<file path="config.mk">
export PLATFORM = sky130hd
export DESIGN_NAME = lane_deskew_ctrl
export DESIGN_NICKNAME = d
export VERILOG_FILES = /design/src/rtl/deskew_pkg.sv /design/src/rtl/deskew_lane_tracker.sv /design/src/rtl/lane_deskew_ctrl.sv
export SDC_FILE = /design/constraint.sdc
export NUM_CORES = 1
export LEC_CHECK = 0
export ABC_AREA = 1
export CORE_MARGIN = 2
export CORE_UTILIZATION = 55
export CTS_CLUSTER_SIZE = 30
export DETAILED_ROUTE_END_ITERATION = 7
export DONT_BUFFER_PORTS = 1
export PLACE_DENSITY_LB_ADDON = 0.05
export RECOVER_POWER = 100
export REMOVE_ABC_BUFFERS = 1
export SKIP_CTS_REPAIR_TIMING = 1
export SLEW_MARGIN = 20
export SYNTH_ARGS = -nofsm -noshare
export SYNTH_HDL_FRONTEND = slang
export SYNTH_SLANG_ARGS = --single-unit
</file>
<file path="constraint.sdc">
create_clock -name clk -period 1.9 [get_ports clk]
set_clock_uncertainty 0.15 [all_clocks]
set_input_delay 0.285 -clock clk [delete_from_list [all_inputs] [get_ports clk]]
set_output_delay 0.285 -clock clk [all_outputs]
set_load 0.005 [all_outputs]
</file>
<file path="src/rtl/deskew_pkg.sv">
// Shared types and constants for the lane deskew controller.
package deskew_pkg;

   typedef enum logic [2:0] {
      IDLE,
      SEARCH,
      MEASURE,
      LOCKED,
      FAIL
   } state_t;

   localparam logic [7:0] COM = 8'hBC;

   // Width of a tap select able to hold 0..max_skew; never narrower than one bit.
   function automatic int skew_w(input int max_skew);
      return (max_skew < 1) ? 1 : $clog2(max_skew + 1);
   endfunction

endpackage

</file>
<file path="src/rtl/deskew_lane_tracker.sv">
// Per-lane arrival recorder: latches the relative cycle of the first marker seen while enabled.
module deskew_lane_tracker
   import deskew_pkg::*;
#(
   parameter int                 BITDATA = 8,
   parameter int                 SKEW_W  = 3,
   parameter logic [BITDATA-1:0] MARKER  = COM
) (
   input  logic               clk,
   input  logic               rst,
   input  logic               clr,
   input  logic               en,
   input  logic [BITDATA-1:0] din,
   input  logic [SKEW_W-1:0]  cnt,
   output logic               seen,
   output logic [SKEW_W-1:0]  arrival
);

   logic              seen_q, seen_d;
   logic [SKEW_W-1:0] arrival_q, arrival_d;

   always_comb begin
      seen_d    = seen_q;
      arrival_d = arrival_q;
      if (clr) begin
         seen_d    = 1'b0;
         arrival_d = '0;
      end else if (en && !seen_q && (din == MARKER)) begin
         seen_d    = 1'b1;
         arrival_d = cnt;
      end
   end

   always_ff @(posedge clk) begin
      if (rst) begin
         seen_q    <= 1'b0;
         arrival_q <= '0;
      end else begin
         seen_q    <= seen_d;
         arrival_q <= arrival_d;
      end
   end

   assign seen    = seen_q;
   assign arrival = arrival_q;

endmodule

</file>
<file path="src/rtl/lane_deskew_ctrl.sv">
// Measures inter-lane marker skew and programs per-lane delay taps so all lanes leave aligned.
// Optional SEARCH watchdog enabled by defining DESKEW_TIMEOUT_EN.
module lane_deskew_ctrl
   import deskew_pkg::*;
#(
   parameter int                 NUM_LANES = 4,
   parameter int                 BITDATA   = 8,
   parameter int                 MAX_SKEW  = 7,
   parameter logic [BITDATA-1:0] MARKER    = COM,
   parameter int                 TIMEOUT   = 16
) (
   input  logic                                    clk,
   input  logic                                    rst,
   input  logic [NUM_LANES*BITDATA-1:0]            din,
   input  logic                                    start,
   output logic [NUM_LANES*skew_w(MAX_SKEW)-1:0]   delay_sel,
   output logic                                    locked,
   output logic                                    err,
   output logic                                    busy
);

   localparam int                SKEW_W   = skew_w(MAX_SKEW);
   localparam logic [SKEW_W-1:0] LAST_CNT = SKEW_W'(MAX_SKEW);

   if (NUM_LANES < 1 || MAX_SKEW < 1 || TIMEOUT < 1) begin : g_param_check
      $error("lane_deskew_ctrl: NUM_LANES, MAX_SKEW and TIMEOUT must all be >= 1");
   end

   state_t                      state_q, state_d;
   logic [SKEW_W-1:0]           cnt_q, cnt_d;
   logic [NUM_LANES*SKEW_W-1:0] delay_sel_q, delay_sel_d;
   logic                        locked_q, locked_d;
   logic                        err_q, err_d;
   logic                        busy_q, busy_d;

   logic                        trk_clr, trk_en;
   logic [NUM_LANES-1:0]        hit, seen;
   logic [SKEW_W-1:0]           arrival [NUM_LANES];
   logic                        wd_expired;

   for (genvar i = 0; i < NUM_LANES; i++) begin : g_lane
      assign hit[i] = (din[i*BITDATA +: BITDATA] == MARKER);

      deskew_lane_tracker #(
         .BITDATA (BITDATA),
         .SKEW_W  (SKEW_W),
         .MARKER  (MARKER)
      ) u_tracker (
         .clk     (clk),
         .rst     (rst),
         .clr     (trk_clr),
         .en      (trk_en),
         .din     (din[i*BITDATA +: BITDATA]),
         .cnt     (cnt_q),
         .seen    (seen[i]),
         .arrival (arrival[i])
      );
   end

`ifdef DESKEW_TIMEOUT_EN
   localparam int WD_W = $clog2(TIMEOUT + 1);
   logic [WD_W-1:0] wd_q, wd_d;

   // Counts SEARCH cycles only; any other state holds it at zero so entry starts fresh.
   always_comb begin
      wd_d = '0;
      if (state_q == SEARCH) wd_d = wd_q + WD_W'(1);
   end

   always_ff @(posedge clk) begin
      if (rst) wd_q <= '0;
      else     wd_q <= wd_d;
   end

   assign wd_expired = (wd_q == WD_W'(TIMEOUT - 1));
`else
   assign wd_expired = 1'b0;
`endif

   always_comb begin
      state_d     = state_q;
      cnt_d       = cnt_q;
      delay_sel_d = delay_sel_q;
      trk_clr     = 1'b0;
      trk_en      = 1'b0;
      case (state_q)
         IDLE, LOCKED, FAIL: begin
            if (start) begin
               state_d = SEARCH;
               cnt_d   = '0;
               trk_clr = 1'b1;
            end
         end
         SEARCH: begin
            trk_en = 1'b1;
            if (|hit) begin
               if (&hit) begin
                  state_d     = LOCKED;
                  delay_sel_d = '0;
               end else begin
                  state_d = MEASURE;
                  cnt_d   = SKEW_W'(1);
               end
            end else if (wd_expired) begin
               state_d = FAIL;
            end
         end
         MEASURE: begin
            trk_en = 1'b1;
            cnt_d  = cnt_q + SKEW_W'(1);
            // Lanes arriving this cycle count as arrival == cnt, so their delay is zero.
            if (&(seen | hit)) begin
               state_d = LOCKED;
               for (int i = 0; i < NUM_LANES; i++) begin
                  delay_sel_d[i*SKEW_W +: SKEW_W] = seen[i] ? (cnt_q - arrival[i]) : '0;
               end
            end else if (cnt_q == LAST_CNT) begin
               state_d = FAIL;
            end
         end
         default: state_d = IDLE;
      endcase

      locked_d = (state_d == LOCKED);
      err_d    = (state_d == FAIL);
      busy_d   = (state_d == SEARCH) || (state_d == MEASURE);
   end

   always_ff @(posedge clk) begin
      if (rst) begin
         state_q     <= IDLE;
         cnt_q       <= '0;
         delay_sel_q <= '0;
         locked_q    <= 1'b0;
         err_q       <= 1'b0;
         busy_q      <= 1'b0;
      end else begin
         state_q     <= state_d;
         cnt_q       <= cnt_d;
         delay_sel_q <= delay_sel_d;
         locked_q    <= locked_d;
         err_q       <= err_d;
         busy_q      <= busy_d;
      end
   end

   assign delay_sel = delay_sel_q;
   assign locked    = locked_q;
   assign err       = err_q;
   assign busy      = busy_q;

endmodule

</file>
-- Word level (Yosys, flattened, before mapping)
Index checks and enable logic that the tools add are counted.
- RAM bits: 0
- flip-flop bits (word level): 37
- output and inout bits: 15
- logic and storage cells: 83
- memory bits (read-only): 0
- input port bits: 35
- memories: 0
- latch bits: 0
- divide/modulo/power cells: 0
- $add $sub $neg: 5
- eq/ne operators: 18
- multipliers: 0
- bitwise gates (word level): 1
- mux-type cells: 21
- $lt $le $gt $ge: 0
- shift operators: 0
- reduce and logical (&&, ||, !) cells: 24
- operator list (kind ; count):
    $mux W12 ; 3
    $mux W3 ; 11
    $eq A8 B8 Y1 const B ; 4
    $pmux W12 S2 ; 1
    $pmux W3 S3 ; 2
    $reduce_and A4 Y1 ; 4
    $eq A3 B2 Y1 const B ; 4
    $sub A3 B3 Y3 ; 4
    $ne A2 B2 Y1 const B ; 5
    $eq A3 B3 Y1 const B ; 3
    $logic_and A1 B1 Y1 ; 8
    $eq A3 B1 Y1 const B ; 2
    $logic_not A1 Y1 ; 4
    $mux W1 ; 4
    $or A4 B4 Y4 ; 1
    $reduce_or A2 Y1 ; 2
    $reduce_or A4 Y1 ; 1
    $add A3 B1 Y3 const B ; 1
    $logic_not A3 Y1 ; 1
    $reduce_bool A3 Y1 ; 1
    $reduce_or A3 Y1 ; 1
    $reduce_bool A2 Y1 ; 1
    $logic_or A1 B1 Y1 ; 1

-- Longest topological paths before layout
Gate-level depths: netlist of run 1.
- depth after elaboration: 7
- mapped depth: 14
- gate-level depth less buffers: 14

-- Hierarchy
From an unflattened synthesis of run 1, not the netlist that was laid out.
- cells, all modules: 391
- area total of the unflattened synthesis: 2371.0 um2
- by module, submodules not included (module ; cells an instance ; sequential area each (um2) ; area an instance (um2) ; times used):
    lane_deskew_ctrl ; 255 ; 420.4 ; 1550.2 ; 1
    deskew_lane_tracker ; 34 ; 80.1 ; 205.2 ; 4

-- Least setup slack after synthesis of run 1
Ideal clock, no wire load.
- kind: register to register
- from: register cnt_q[0]
- to: register delay_sel_q[8] (netlist: delay_sel[8])
- arrival: 1.618 ns
- setup slack: 0.068 ns
- setup time: 0.064 ns
- clock period less this slack: 1.832 ns
- required time: 1.686 ns
- buffers on the path: 0
- cell stages (with the launch flop): 11
- cell sequence: dfxtp_1 > inv_1 > ha_1 > inv_1 > fa_1 > xnor2_1 > a211oi_1 > o21ai_1 > nand2_1 > nand2_1 > nor2_1
- word-level cells in the longest chain between the ends: 4
- RTL lines (element ; line ; RTL):
    start: declaration ; lane_deskew_ctrl.sv:30 ; logic [SKEW_W-1:0] cnt_q, cnt_d;
    start signal: assignment ; lane_deskew_ctrl.sv:139 ; cnt_q <= cnt_d;
    $sub A3 B3 Y3 ; lane_deskew_ctrl.sv:115 ; delay_sel_d[i*SKEW_W +: SKEW_W] = seen[i] ? (cnt_q - arrival[i]) : '0;
    $mux W3 ; lane_deskew_ctrl.sv:115 ;
    $mux W12 ; lane_deskew_ctrl.sv:112 ; if (&(seen | hit)) begin
    $pmux W12 S2 ; lane_deskew_ctrl.sv:86 ; case (state_q)
    end signal: assignment ; lane_deskew_ctrl.sv:140 ; delay_sel_q <= delay_sel_d;
    end: declaration ; lane_deskew_ctrl.sv:31 ; logic [NUM_LANES*SKEW_W-1:0] delay_sel_q, delay_sel_d;
Every way passes these cells. The select of a mux whose other input is x is not followed.
A chain may end at the register's enable or synchronous reset.

-- Worst setup path after layout of run 1
Same ends and word-level chain as after synthesis.

==> run_summary.xml, run 1 <==
<?xml version="1.0" encoding="UTF-8"?>
<metrics>
  <group name="status">
    <metric name="status" unit="">completed</metric>
  </group>
  <group name="pwr">
    <metric name="power.density" unit="nW/um^2">727</metric>
    <metric name="leakagePower" unit="nW">1.02</metric>
    <metric name="p_sw_share" unit="%">25.8</metric>
    <metric name="fin_total_pwr" unit="W">0.00162</metric>
    <metric name="power.share.sequential" unit="%">51.6</metric>
    <metric name="p_int" unit="W">0.00120</metric>
    <metric name="power_frac_clock" unit="%">35.6</metric>
    <metric name="vdd_ir_drop_max" unit="V">0.000529</metric>
    <metric name="netSwitchingPower" unit="W">0.000419</metric>
    <metric name="combPwrFrac" unit="%">12.8</metric>
  </group>
  <group name="worst_setup_path">
    <metric name="reg2reg_setup_slack" unit="ns">0.11</metric>
    <metric name="reg2reg_depth" unit="">10</metric>
    <metric name="timing.critical_path.from_type" unit="">flop</metric>
    <metric name="crit_top_cell" unit="">sky130_fd_sc_hd__nand2_1</metric>
    <metric name="critical-path-slowest-cell" unit="">sky130_fd_sc_hd__dfxtp_2</metric>
    <metric name="crit_path_max_incr_delay" unit="ns">0.35</metric>
    <metric name="regToRegEndpoint" unit="">delay_sel[8]</metric>
    <metric name="cp_max_fo" unit="">6</metric>
    <metric name="critical_path.cell_chain" unit="">inv_4 -&gt; ha_2 -&gt; inv_1 -&gt; fa_2 -&gt; xnor2_2 -&gt; a211oi_1 -&gt; o21ai_1 -&gt; nand2_1 -&gt; nand2_1 -&gt; nor2_1</metric>
    <metric name="signal_arrival_time_at_the_worst_endpoint" unit="ns">1.94</metric>
    <metric name="r2r-start" unit="">cnt_q[0]</metric>
    <metric name="worst_setup_path_end_kind" unit="">flop</metric>
    <metric name="criticalPathCategory" unit="">flop to flop</metric>
    <metric name="required" unit="ns">2.05</metric>
  </group>
  <group name="yosys">
    <metric name="synth_cells" unit="">297</metric>
    <metric name="synthesis.yosys.warnings" unit="">0</metric>
    <metric name="synth-async-reset-ratio" unit="%">0</metric>
    <metric name="seq_area_frac_synth" unit="%">36.7</metric>
    <metric name="synth-edff-count" unit="">0</metric>
    <metric name="netlist.top_cell.by_area" unit="">sky130_fd_sc_hd__dfxtp_1</metric>
    <metric name="synthDominantCellAreaShare" unit="%">36.7</metric>
    <metric name="synth-seq-cells" unit="">37</metric>
    <metric name="netlist-cell-type-count" unit="">26</metric>
    <metric name="synth_top_cells_by_area" unit="">sky130_fd_sc_hd__dfxtp_1 37%, sky130_fd_sc_hd__nand2_1 14%, sky130_fd_sc_hd__nor2_1 9.1%, sky130_fd_sc_hd__inv_1 8.0%, sky130_fd_sc_hd__a21oi_1 5.5%</metric>
    <metric name="mappedNetlistArea" unit="um^2">2020</metric>
    <metric name="syn_avg_cell_area" unit="um^2">6.79</metric>
    <metric name="ys_dominant_reg_cell" unit="">sky130_fd_sc_hd__dfxtp_1</metric>
  </group>
  <group name="route">
    <metric name="drt_first_iter_violations" unit="">125</metric>
    <metric name="routed_wirelength" unit="um">4250</metric>
    <metric name="detail_route.vias_per_cell" unit="">4.93</metric>
    <metric name="route.detailed.wl_per_inst" unit="um">12.0</metric>
    <metric name="ant_nets" unit="">0</metric>
    <metric name="total_vias_in_the_final_route" unit="">1749</metric>
    <metric name="drcViolationCount" unit="">0</metric>
    <metric name="first_pass_iters" unit="">4</metric>
  </group>
  <group name="clock_tree">
    <metric name="cts-buffers-inserted" unit="">5</metric>
    <metric name="clock_tree_sinks" unit="">37</metric>
    <metric name="cts.clk_slew.worst_paths" unit="ns">0.11</metric>
    <metric name="cts.htree.levels" unit="">2</metric>
    <metric name="cts.root.buffer_cell" unit="">sky130_fd_sc_hd__clkbuf_4</metric>
    <metric name="clk-insertion-delay-late" unit="ns">0.35</metric>
    <metric name="cts_tree" unit="">yes</metric>
    <metric name="cts-root-to-sink-buffers" unit="">2</metric>
  </group>
  <group name="floorplan">
    <metric name="die_h" unit="um">64.6</metric>
    <metric name="top_level_ports" unit="">50</metric>
    <metric name="placement_rows" unit="">21</metric>
    <metric name="horizontal_die_dimension" unit="um">64.6</metric>
    <metric name="core_region_area" unit="um^2">3420</metric>
    <metric name="dieArea" unit="um^2">4170</metric>
    <metric name="floorplan.initialDensity" unit="%">59.0</metric>
  </group>
  <group name="global_route">
    <metric name="first_pass_grt_wire_length" unit="um">7390</metric>
    <metric name="grt_antenna_before_repair" unit="">0</metric>
    <metric name="track_usage" unit="%">23.2</metric>
    <metric name="grt_pass1_vias" unit="">1628</metric>
    <metric name="grt_max_degree" unit="">18</metric>
    <metric name="global_route.overflow_total" unit="">0</metric>
  </group>
  <group name="hold_path">
    <metric name="worstHoldPathType" unit="">input pin to flop</metric>
    <metric name="worstHoldPathCells" unit="">3</metric>
    <metric name="hp-start" unit="">rst</metric>
    <metric name="hold-path-endpoint" unit="">delay_sel[8]</metric>
  </group>
  <group name="finish">
    <metric name="fill_cells" unit="">310</metric>
    <metric name="final_cell_count_no_fill" unit="">355</metric>
    <metric name="syn2layout_area_growth" unit="%">10.6</metric>
    <metric name="layout_commonest_cell" unit="">sky130_fd_sc_hd__nand2_1</metric>
    <metric name="drive_gt1_share" unit="%">12.3</metric>
    <metric name="most-common-layout-cells" unit="">74 x sky130_fd_sc_hd__nand2_1, 49 x sky130_fd_sc_hd__nor2_1, 43 x sky130_fd_sc_hd__inv_1, 32 x sky130_fd_sc_hd__dfxtp_1, 22 x sky130_fd_sc_hd__a21oi_1</metric>
    <metric name="final_util" unit="%">65.3</metric>
    <metric name="antenna_cells_inserted" unit="">0</metric>
    <metric name="finalNetCount" unit="">353</metric>
  </group>
  <group name="sta">
    <metric name="drv_slew" unit="">0</metric>
    <metric name="fin_setup_tns" unit="ns">0</metric>
    <metric name="timing.fmax" unit="MHz">557</metric>
    <metric name="finalCriticalPeriod" unit="ns">1.79</metric>
    <metric name="timing.final.hold_violations" unit="">0</metric>
    <metric name="unrepaired_setup_endpoints_after_global_routing" unit="">true</metric>
    <metric name="setup_violations" unit="">0</metric>
    <metric name="slew_headroom" unit="%">70.8</metric>
    <metric name="tightest_pin_transition" unit="ns">0.437</metric>
    <metric name="post-route-period-util" unit="%">94.5</metric>
    <metric name="finalHoldWorstSlack" unit="ns">0.0705</metric>
  </group>
  <group name="placed_design">
    <metric name="dp_hpwl" unit="um">3160</metric>
    <metric name="gp_routability_congestion" unit="">0.841</metric>
    <metric name="placed_cells" unit="">344</metric>
    <metric name="numPortBuffers" unit="">0</metric>
  </group>
  <group name="job">
    <metric name="max_cap_violations" unit="">0</metric>
  </group>
</metrics>
[sequential cells by signal (all words and copies together) (netlist names)]
signal                    count
cnt_q                         3
g_lane.u_tracker.arrival     12
state_q                       3
locked                        1
err                           1
delay_sel                    12
busy                          1
g_lane.u_tracker.seen         4
[metrics by stage]
| stage | area, um^2 | setup slack (ns) |
|---|---|---|
| after floorplan | 1990 | 0.0683 |
| after global placement | 2090 | 0.0620 |
| after detailed placement | 2090 | 0.0139 |
| after CTS | 2180 | -0.00869 |
| after global routing | 2230 | -0.0550 |
| final | 2230 | 0.105 |
[how the worst max path moves through the flow]
stage / start / endpoint / slack, ns / cells past startpoint
detailed placement: cnt_q[0] / delay_sel[8] / 0.01 / 10
finish: cnt_q[0] / delay_sel[8] / 0.11 / 10
CTS: cnt_q[0] / delay_sel[8] / -0.009 / 10
floorplan: cnt_q[0] / delay_sel[8] / 0.07 / 10
global placement: cnt_q[1] / busy / 0.06 / 9
global route: cnt_q[0] / delay_sel[11] / -0.06 / 10
[routing by layer]
metal	global-route usage [%]	share of wire, %	vias to the layer above	routed length, um
li1	-	-	943	-
met1	30.6	51	759	2160
met2	35.4	42	40	1770
met3	7.29	6.1	7	259
met4	8.78	1.4	0	58
met5	0	0	-	0
[synthesized netlist by cell type, types with 2 or more instances]
| library cell | instances |
|---|---|
| sky130_fd_sc_hd__dfxtp_1 | 37 |
| sky130_fd_sc_hd__nand2_4 | 2 |
| sky130_fd_sc_hd__clkbuf_1 | 3 |
| sky130_fd_sc_hd__nor3_1 | 4 |
| sky130_fd_sc_hd__ha_1 | 6 |
| sky130_fd_sc_hd__a211oi_1 | 2 |
| sky130_fd_sc_hd__a21oi_1 | 22 |
| sky130_fd_sc_hd__inv_1 | 43 |
| sky130_fd_sc_hd__xnor2_1 | 3 |
| sky130_fd_sc_hd__fa_1 | 4 |
| sky130_fd_sc_hd__o21ai_1 | 3 |
| sky130_fd_sc_hd__nand2_1 | 74 |
| sky130_fd_sc_hd__inv_2 | 5 |
| sky130_fd_sc_hd__o21ai_0 | 20 |
| sky130_fd_sc_hd__nor2_1 | 49 |
| sky130_fd_sc_hd__nand3_1 | 10 |
[worst max-delay path, delay by kind of cell, from the launching register on]
family                   cells  cell delay [ns]
XOR/XNOR                     1             0.14
flip-flops                   1             0.35
adder cells (fa/ha/maj)      2             0.52
AO/OA/AOI/OAI                2             0.28
buffers and inverters        2             0.12
AND/OR/NAND/NOR              3             0.19
[area by class of cell]
class                      count  area (um^2)  area share [%]
sequential                    37          747            33.5
tap                           46         57.6            2.58
clock inverter                 1         30.0            1.35
multi-input combinational    206         1080            48.3
clock buffer                   7         55.1            2.47
timing repair buffer           9         72.6            3.25
inverter                      49          191            8.58
[power groups by stage]
stage,Sequential [W],Combinational [W],Clock (W)
after floorplan,0.000848,0.000148,0
after CTS,0.000836,0.000195,0.000582
final,0.000838,0.000208,0.000577
after global routing,0.000843,0.000247,0.000622
after global placement,0.000852,0.000190,0
after detailed placement,0.000854,0.000194,0
[cell families (layout without fill, tap and decap cells)]
logic type	Yosys count	count (layout)	synth area share, %
fa+ha+maj	10	10	7.69
buf+inv	54	66	10.7
flops	37	37	36.7
simple gates	142	142	29.3
compound gates	51	51	14.2
xor+xnor	3	3	1.30
No activity file was read; power rests on OpenSTA's default activity.
==> run 2: changes to the inputs <==
--- a/config.mk
+++ b/config.mk
@@ -6,11 +6,10 @@
 export NUM_CORES = 1
 export LEC_CHECK = 0
 export ABC_AREA = 1
-export CORE_MARGIN = 2
-export CORE_UTILIZATION = 55
+export BUFFER_PORTS_ARGS = -buffer_cell sky130_fd_sc_hd__buf_2
+export CORE_UTILIZATION = 48
 export CTS_CLUSTER_SIZE = 30
 export DETAILED_ROUTE_END_ITERATION = 7
-export DONT_BUFFER_PORTS = 1
 export PLACE_DENSITY_LB_ADDON = 0.05
 export RECOVER_POWER = 100
 export REMOVE_ABC_BUFFERS = 1
==> constraint.sdc (replaced) <==
create_clock -name clk -period 1.5 [get_ports clk]
set_clock_uncertainty 0.15 [all_clocks]
set_input_delay 0.225 -clock clk [delete_from_list [all_inputs] [get_ports clk]]
set_output_delay 0.225 -clock clk [all_outputs]
set_load 0.005 [all_outputs]
==> run_summary.xml, run 2 (synthesis gave the netlist of run 1 again) <==
<?xml version="1.0" encoding="UTF-8"?>
<metrics>
  <group name="route">
    <metric name="total_vias_in_the_final_route" unit="">2127</metric>
    <metric name="routed_wirelength" unit="um">5330</metric>
    <metric name="ant_nets" unit="">0</metric>
    <metric name="drt_first_iter_violations" unit="">122</metric>
    <metric name="detail_route.vias_per_cell" unit="">4.78</metric>
    <metric name="route.detailed.wl_per_inst" unit="um">12.0</metric>
    <metric name="first_pass_iters" unit="">4</metric>
    <metric name="drcViolationCount" unit="">0</metric>
  </group>
  <group name="clock_tree">
    <metric name="clock_tree_sinks" unit="">37</metric>
    <metric name="cts-root-to-sink-buffers" unit="">2</metric>
    <metric name="cts-buffers-inserted" unit="">5</metric>
    <metric name="cts.htree.levels" unit="">2</metric>
    <metric name="cts_tree" unit="">yes</metric>
    <metric name="cts.root.buffer_cell" unit="">sky130_fd_sc_hd__clkbuf_8</metric>
    <metric name="clk-insertion-delay-late" unit="ns">0.29</metric>
    <metric name="cts.clk_slew.worst_paths" unit="ns">0.07</metric>
  </group>
  <group name="global_route">
    <metric name="first_pass_grt_wire_length" unit="um">7910</metric>
    <metric name="grt_max_degree" unit="">12</metric>
    <metric name="grt_antenna_before_repair" unit="">0</metric>
    <metric name="grt_pass1_vias" unit="">1822</metric>
    <metric name="global_route.overflow_total" unit="">0</metric>
    <metric name="track_usage" unit="%">23.8</metric>
  </group>
  <group name="job">
    <metric name="max_cap_violations" unit="">0</metric>
  </group>
  <group name="sta">
    <metric name="worst_slack" unit="ns">-0.267</metric>
    <metric name="unrepaired_setup_endpoints_after_global_routing" unit="">true</metric>
    <metric name="post-route-period-util" unit="%">118</metric>
    <metric name="setup_violations" unit="">28</metric>
    <metric name="drv_slew" unit="">0</metric>
    <metric name="timing.fmax" unit="MHz">566</metric>
    <metric name="tightest_pin_transition" unit="ns">0.327</metric>
    <metric name="timing.final.hold_violations" unit="">0</metric>
    <metric name="finalCriticalPeriod" unit="ns">1.77</metric>
    <metric name="slew_headroom" unit="%">78.2</metric>
  </group>
  <group name="worst_setup_path">
    <metric name="criticalPathCategory" unit="">flop to flop</metric>
    <metric name="reg2reg_setup_slack" unit="ns">-0.27</metric>
    <metric name="worst_setup_path_end_kind" unit="">flop</metric>
    <metric name="signal_arrival_time_at_the_worst_endpoint" unit="ns">1.85</metric>
    <metric name="timing.critical_path.from_type" unit="">flop</metric>
    <metric name="reg2reg_depth" unit="">10</metric>
    <metric name="cp_max_fo" unit="">6</metric>
    <metric name="required" unit="ns">1.58</metric>
  </group>
  <group name="pwr">
    <metric name="fin_total_pwr" unit="W">0.00242</metric>
    <metric name="vdd_ir_drop_max" unit="V">0.000696</metric>
    <metric name="power.density" unit="nW/um^2">782</metric>
    <metric name="leakagePower" unit="nW">1.42</metric>
  </group>
  <group name="finish">
    <metric name="antenna_cells_inserted" unit="">0</metric>
    <metric name="most-common-layout-cells" unit="">68 x sky130_fd_sc_hd__nand2_1, 42 x sky130_fd_sc_hd__nor2_1, 39 x sky130_fd_sc_hd__buf_2, 36 x sky130_fd_sc_hd__inv_1, 35 x sky130_fd_sc_hd__buf_4</metric>
    <metric name="final_util" unit="%">76.7</metric>
    <metric name="drive_gt1_share" unit="%">41.8</metric>
    <metric name="multi_input_comb_area" unit="um^2">1330</metric>
    <metric name="finalNetCount" unit="">439</metric>
    <metric name="syn2layout_area_growth" unit="%">53.3</metric>
    <metric name="layout_commonest_cell" unit="">sky130_fd_sc_hd__nand2_1</metric>
    <metric name="sequential_cell_area" unit="um^2">752</metric>
    <metric name="fill_cells" unit="">321</metric>
  </group>
  <group name="floorplan">
    <metric name="placement_rows" unit="">23</metric>
    <metric name="dieArea" unit="um^2">4460</metric>
    <metric name="horizontal_die_dimension" unit="um">66.8</metric>
    <metric name="die_h" unit="um">66.8</metric>
    <metric name="core_region_area" unit="um^2">4030</metric>
    <metric name="top_level_ports" unit="">50</metric>
    <metric name="floorplan.initialDensity" unit="%">50.1</metric>
  </group>
  <group name="hold_path">
    <metric name="worstHoldPathType" unit="">input pin to flop</metric>
    <metric name="worstHoldPathCells" unit="">2</metric>
  </group>
  <group name="placed_design">
    <metric name="numPortBuffers" unit="">49</metric>
    <metric name="dp_hpwl" unit="um">3770</metric>
    <metric name="gp_routability_congestion" unit="">0.824</metric>
  </group>
  <group name="status">
    <metric name="status" unit="">complete, but fails checks</metric>
    <metric name="violations" unit="">negative setup slack</metric>
  </group>
</metrics>
## run 2: area by class of cell
cell class / instances / share of cell area (%)
Timing Repair Buffer: 93 / 20.1
Clock inverter: 1 / 0.971
Tap cell: 50 / 2.02
Clock buffer: 7 / 2.79
Inverter: 49 / 6.68
Sequential cell: 37 / 24.3
Multi-Input combinational cell: 207 / 42.9
Timing Repair inverter: 1 / 0.202
## run 2: final timing paths
kind / start / endpoint
setup / recovery: cnt_q[0] / delay_sel[8]
hold / removal: rst / state_q[2]
setup reg to reg: cnt_q[0] / delay_sel[8]
hold reg to reg: delay_sel[0] / delay_sel[0]
## run 2: where the power goes
part	switching [W]	total [W]	internal, W
registers	0.0000293	0.00106	0.00103
logic	0.000252	0.000483	0.000231
clock network	0.000336	0.000878	0.000542
## run 2: stage by stage
step	instances	hold slack, ns	setup TNS [ns]	setup WS, ns	cell area (um^2)
6_report	445	0.0744	-2.55	-0.267	3090
5_1_grt	445	0.0820	-5.69	-0.334	3090
4_1_cts	442	0.0743	-5.42	-0.407	2770
3_5_place_dp	434	0.308	-5.10	-0.373	2660
3_3_place_gp	434	0.302	-4.60	-0.340	2660
2_1_floorplan	292	0.144	-1.98	-0.332	1990
## run 2: worst max-delay path, cell delays in order, from the launching register on
cell and delay, ns:
sky130_fd_sc_hd__dfxtp_2 0.34, sky130_fd_sc_hd__clkinv_4 0.08, sky130_fd_sc_hd__ha_4 0.13, sky130_fd_sc_hd__inv_2 0.03
sky130_fd_sc_hd__fa_2 0.34, sky130_fd_sc_hd__xnor2_2 0.15, sky130_fd_sc_hd__a211oi_2 0.20, sky130_fd_sc_hd__o21ai_1 0.09
sky130_fd_sc_hd__nand2_1 0.07, sky130_fd_sc_hd__nand2_1 0.04, sky130_fd_sc_hd__nor2_1 0.08
## run 2: routing by layer
metal  up-vias  global-route usage [%]  part of all wire (%)
met1       948                    31.9                    46
met4         0                    5.59                   1.3
li1       1119                       -                     -
met5         -                       0                     0
met3         9                    4.62                   5.0
met2        51                    38.8                    48
